**config.mk**
```make
export PLATFORM = sky130hd
export DESIGN_NAME = mem_port_arbiter
export DESIGN_NICKNAME = d
export VERILOG_FILES = /design/src/rtl/mem_port_arbiter.sv
export SDC_FILE = /design/constraint.sdc
export NUM_CORES = 1
export LEC_CHECK = 0
export ABC_CLOCK_PERIOD_IN_PS = 1500
export CAP_MARGIN = 20
export CORE_AREA = 4 4 102 104
export CTS_CLUSTER_SIZE = 8
export DETAILED_ROUTE_END_ITERATION = 7
export DIE_AREA = 0 0 106 108
export DONT_BUFFER_PORTS = 1
export PLACE_DENSITY = 0.55
export SETUP_SLACK_MARGIN = 0.1
export SLEW_MARGIN = 20
export SYNTH_ARGS = -nofsm -noshare
export SYNTH_HDL_FRONTEND = slang
export SYNTH_SLANG_ARGS = --single-unit
export TNS_END_PERCENT = 10
```
**constraint.sdc**
```tcl
create_clock -name CLK -period 1.5 [get_ports CLK]
set_clock_uncertainty 0.15 [all_clocks]
set_input_delay 0.3 -clock CLK [delete_from_list [all_inputs] [get_ports CLK]]
set_output_delay 0.3 -clock CLK [all_outputs]
set_load 0.02 [all_outputs]
```
**src/rtl/mem_port_arbiter.sv**
```systemverilog
// mem_port_arbiter
//    Shares one single-ported unified instruction/data memory between the
//    fetch stage (i_*) and the load/store stage (d_*). One access is granted
//    at a time. Each access drives a one-cycle mem_en strobe, counts out the
//    fixed memory latency, and then returns read data with a one-cycle ready
//    pulse to the side that was granted. Simultaneous requests alternate
//    between the two sides. The first tie after reset goes to the data side.
//
// Ports
//    CLK, RST             clock (rising edge), synchronous active-high reset
//    i_req/i_addr         fetch request, held until i_ready
//    i_rdata/i_ready      fetched word and completion pulse
//    d_req/d_we/d_addr    data request (d_we=1 store), held until d_ready
//    d_wdata              store data
//    d_rdata/d_ready      load data and completion pulse
//    stall                pipeline freeze while any request is unserved
//    mem_en/mem_we        memory strobe (one cycle per access) and write enable
//    mem_addr/mem_wdata   registered at grant, held until the next grant
//    mem_rdata            memory read data, valid MEM_LAT cycles after mem_en
//
// state   | meaning
// --------+------------------------------------------------
// IDLE    | no access in flight, arbitrate this cycle
// ISSUE_I | fetch access strobe (mem_en) cycle
// ISSUE_D | data access strobe (mem_en) cycle
// WAIT_I  | fetch latency countdown
// WAIT_D  | data latency countdown
// DONE_I  | fetch read data valid, i_ready pulse
// DONE_D  | data read data valid, d_ready pulse

module mem_port_arbiter #(
   parameter int ADDR_W  = 32,
   parameter int DATA_W  = 32,
   parameter int MEM_LAT = 2
) (
   input  logic              CLK,
   input  logic              RST,
   input  logic              i_req,
   input  logic [ADDR_W-1:0] i_addr,
   output logic [DATA_W-1:0] i_rdata,
   output logic              i_ready,
   input  logic              d_req,
   input  logic              d_we,
   input  logic [ADDR_W-1:0] d_addr,
   input  logic [DATA_W-1:0] d_wdata,
   output logic [DATA_W-1:0] d_rdata,
   output logic              d_ready,
   output logic              stall,
   output logic              mem_en,
   output logic              mem_we,
   output logic [ADDR_W-1:0] mem_addr,
   output logic [DATA_W-1:0] mem_wdata,
   input  logic [DATA_W-1:0] mem_rdata
);

   localparam int CNT_W = $clog2(MEM_LAT + 1);
   localparam logic [CNT_W-1:0] CNT_LOAD = CNT_W'(MEM_LAT - 1);
   localparam logic [CNT_W-1:0] CNT_ONE  = CNT_W'(1);

   typedef enum logic [2:0] {
      IDLE,
      ISSUE_I,
      ISSUE_D,
      WAIT_I,
      WAIT_D,
      DONE_I,
      DONE_D
   } state_t;

   state_t            state_q, state_nxt;
   logic [CNT_W-1:0]  cnt_q, cnt_nxt;
   logic              last_d_q, last_d_nxt;   // 1 = last tie went to data side
   logic              grant_d;
   logic              mem_we_nxt;
   logic [ADDR_W-1:0] mem_addr_nxt;
   logic [DATA_W-1:0] mem_wdata_nxt;

   always_ff @(posedge CLK) begin
      if (RST) begin
         state_q   <= IDLE;
         cnt_q     <= '0;
         last_d_q  <= 1'b0;
         mem_we    <= 1'b0;
         mem_addr  <= '0;
         mem_wdata <= '0;
      end else begin
         state_q   <= state_nxt;
         cnt_q     <= cnt_nxt;
         last_d_q  <= last_d_nxt;
         mem_we    <= mem_we_nxt;
         mem_addr  <= mem_addr_nxt;
         mem_wdata <= mem_wdata_nxt;
      end
   end

   always_comb begin
      state_nxt     = state_q;
      cnt_nxt       = cnt_q;
      last_d_nxt    = last_d_q;
      mem_we_nxt    = mem_we;
      mem_addr_nxt  = mem_addr;
      mem_wdata_nxt = mem_wdata;
      grant_d       = 1'b0;

      case (state_q)
         IDLE: begin
            if (i_req || d_req) begin
               // Data wins when alone, or on a tie when fetch won the last tie.
               grant_d = d_req && (!i_req || !last_d_q);
               if (i_req && d_req) begin
                  last_d_nxt = grant_d;
               end
               if (grant_d) begin
                  mem_addr_nxt  = d_addr;
                  mem_we_nxt    = d_we;
                  mem_wdata_nxt = d_wdata;
                  state_nxt     = ISSUE_D;
               end else begin
                  mem_addr_nxt  = i_addr;
                  mem_we_nxt    = 1'b0;
                  state_nxt     = ISSUE_I;
               end
            end
         end

         ISSUE_I: begin
            cnt_nxt   = CNT_LOAD;
            state_nxt = (MEM_LAT == 1) ? DONE_I : WAIT_I;
         end

         ISSUE_D: begin
            cnt_nxt   = CNT_LOAD;
            state_nxt = (MEM_LAT == 1) ? DONE_D : WAIT_D;
         end

         WAIT_I: begin
            if (cnt_q <= CNT_ONE) begin
               state_nxt = DONE_I;
            end else begin
               cnt_nxt = cnt_q - CNT_ONE;
            end
         end

         WAIT_D: begin
            if (cnt_q <= CNT_ONE) begin
               state_nxt = DONE_D;
            end else begin
               cnt_nxt = cnt_q - CNT_ONE;
            end
         end

         DONE_I:  state_nxt = IDLE;
         DONE_D:  state_nxt = IDLE;
         default: state_nxt = IDLE;
      endcase
   end

   assign mem_en  = (state_q == ISSUE_I) || (state_q == ISSUE_D);
   assign i_ready = (state_q == DONE_I);
   assign d_ready = (state_q == DONE_D);

   assign i_rdata = i_ready ? mem_rdata : '0;
   assign d_rdata = d_ready ? mem_rdata : '0;

   // Drops in the ready cycle so the pipeline advances exactly on completion;
   // a dropped request (flush) releases the stall immediately.
   assign stall = (i_req && !i_ready) || (d_req && !d_ready);

endmodule

```
==> results.md <==
- I/O pins: 266
- Final Hold Vio Count: 70
- Post-Synthesis Net Count: 551
- Setup crit end: d_rdata[7]
- WP data required: 1.05 ns
- First-pass GRT wire length: 14100 µm
- Crit path launch type: flip-flop
- Pwr/cell area: 1280 mW/mm²
- Register area: 0.00143 mm²
- Wire per inst: 17.4 µm
- CTS Sinks: 71
- Gr usage total: 0.155
- DR DRC count: 0
- Die H: 108 µm
- Setup CP Type: reg -> out
- Reg-to-reg slack, setup: -0.15 ns
- Vias in the first global route: 2758
- Layout area overhead: 22.6%
- CP endpoint kind: output port
- Drt via density: 5.24
- TNS Setup: -20.64 ns
- Area after DPL: 0.00387 mm²
- Hold Crit Start: RST
- Fill cells: 948
- Row Count: 36
- Max Cap Violations: 0
- Worst reg2reg endpoint: state_q[1]
- Unrepaired setup endpoints after global routing: true
- Type of the tightest min-delay check: in -> reg
- Worst-margin pin slew: 0.286 ns
- Tot Pwr: 5.49 mW
- Most frequent cells after synthesis: dfxtp_1 (71), nand2_1 (65), nor2_1 (37)
- Initial antenna violation count: 0
- Distinct cells, synth: 37
- WL final: 9670 µm
- Clock latency on the worst-skew pair: 0.33 ns
- R2r startpoint: state_q[0]
- Worst Setup SP: state_q[0]
- YS warnings: 0
- CP Max Fanout: 17
- Die ar.: 0.0114 mm²
- Antenna diodes: 0
- Post-synth EDFFs: 0
- Root Driver: clkbuf_8
- Max VDD drop: 0.000659 V
- Worst-path clk slew: 0.07 ns
- H-tree levels: 3
- Leading post-synthesis cells by cell area: dfxtp_1 (41%), mux2i_1 (9.2%), nand2_1 (7.0%), and2_1 (6.1%), and3_1 (5.9%)
- Final setup margin: -0.308 ns
- Vias: 2910
- DRT Pass-1 Iters: 4
- Post-route cell area: 0.00429 mm²
- Largest net degree at the start of global routing: 72
- Post-synth top area share: 0.406
- Cell Area, Synth: 0.00350 mm²
- Final setup viols: 99
- HPWL Detailed: 7150 µm
- Failing checks: negative hold slack, negative setup slack
- Die width: 106 µm
- Fin. max-slew vios: 0
- Most frequent cell after synthesis: dfxtp_1
- GRT overflow: 0
- Fin nets: 551
- Pre-CTS setup slack: -0.141 ns
- Maximum clock rate: 0.553 GHz
- Iteration-0 DRC Markers: 157
- Core area: 0.00955 mm²
- Layout cells sized above 1: 0.341
- Initial Util: 0.366
- Final min period: 1.81 ns
- I/O Buffers: 0
- TritonCTS clock tree: built
- Multi-input logic area: 0.00207 mm²
- R2R cell count: 5
- Async SR Flop Fraction: 0
- CTS buffer count: 9
- Yosys reg bits: 71
- Worst slew margin: 0.809
- Sequential area share after synthesis: 0.406
- Syn_area_per_cell: 8.39 µm²
- Status: complete, but fails checks
- Tcrit/Tclk final: 1.21
- Cell count after synthesis: 417
- Leading area contributor after synthesis: dfxtp_1
- Worst EP arrival: 1.36 ns
- Static leakage: 1.73 nW
- Final Wtd Congestion: 0.772
- Hold slack: -0.120 ns
- CTS max path bufs: 2
- Routed Antenna Nets: 0
- Post-synth top flop: dfxtp_1
==> cell usage in the layout (no fill, tap or decap), types with 5 or more instances in the layout <==
master,count
and3_4,10
mux2i_1,32
a21oi_1,35
and2_2,9
a211oi_1,17
clkbuf_8,10
dfxtp_1,67
inv_1,5
a211oi_2,16
buf_4,17
nand2_1,65
and3_2,23
buf_12,8
and2_4,24
nor2_1,36
==> repair_timing <==
item | CTS | global route
buffers inserted | 1 | 0
endpoints found under the hold margin | 71 | 70
endpoints found under the setup margin | 138 | 138
cloned | 1 | 0
resized for setup | 34 | 17
pin swaps | 36 | 12
==> worst min path at each step <==
stage | endpoint | depth (start not counted) | slack (ns)
finish | mem_addr[23] | 1 | -0.12
global placement | mem_wdata[7] | 1 | 0.23
floorplan | mem_wdata[3] | 2 | 0.29
CTS | mem_addr[18] | 1 | -0.15
global route | mem_wdata[12] | 1 | -0.15
detailed placement | mem_wdata[12] | 1 | 0.23
==> worst max-delay path: stages (launching register included) <==
cell     delay, ns
dfxtp_4       0.36
inv_2         0.08
and3_4        0.23
buf_12        0.14
and2_2        0.21
==> per-stage QoR <==
stage                util  std cells
floorplan               -        417
global placement    0.405        537
detailed placement  0.405        537
CTS                 0.444        555
global route        0.449        555
finish              0.449        555
==> layout make-up <==
type                            instances  share of cell area
Inverter                                6             0.00525
Tap cell                              133              0.0388
Timing Repair Buffer                   29              0.0814
Clock inverter                          5              0.0242
Clock buffer                           11              0.0330
Sequential cell                        71               0.334
Multi-Input combinational cell        300               0.483
==> cell families (layout without fill, tap and decap cells) <==
logic type / count (synthesis) / count (layout) / synth area share
xor gates and xnor gates: 2 / 2 / 0.00501
buffers and inverters: 46 / 51 / 0.0672
adders and majority gates: 1 / 1 / 0.00358
DFF: 71 / 71 / 0.406
AOI/OAI and AO/OA: 80 / 80 / 0.164
and+or+nand+nor: 185 / 185 / 0.262
muxes: 32 / 32 / 0.0916
==> where the power goes <==
part / switching (mW) / leakage [nW] / internal, mW
registers: 0.438 / 0.588 / 2.12
logic: 0.580 / 1.02 / 0.479
clock network: 0.726 / 0.124 / 1.15
total: 1.74 / 1.73 / 3.75
==> layer usage <==
layer / share of wire / global-route usage
met3: 0.092 / 0.0615
met4: 0.024 / 0.0638
met5: 0 / 0
met2: 0.49 / 0.255
met1: 0.39 / 0.180
==> flip-flops by register name (all words and copies together) (netlist names) <==
register and flops:
cnt_q 2, last_d_q 1, mem_addr 32, mem_wdata 32
mem_we 1, state_q 3
Power figures use the tool's default switching activity.
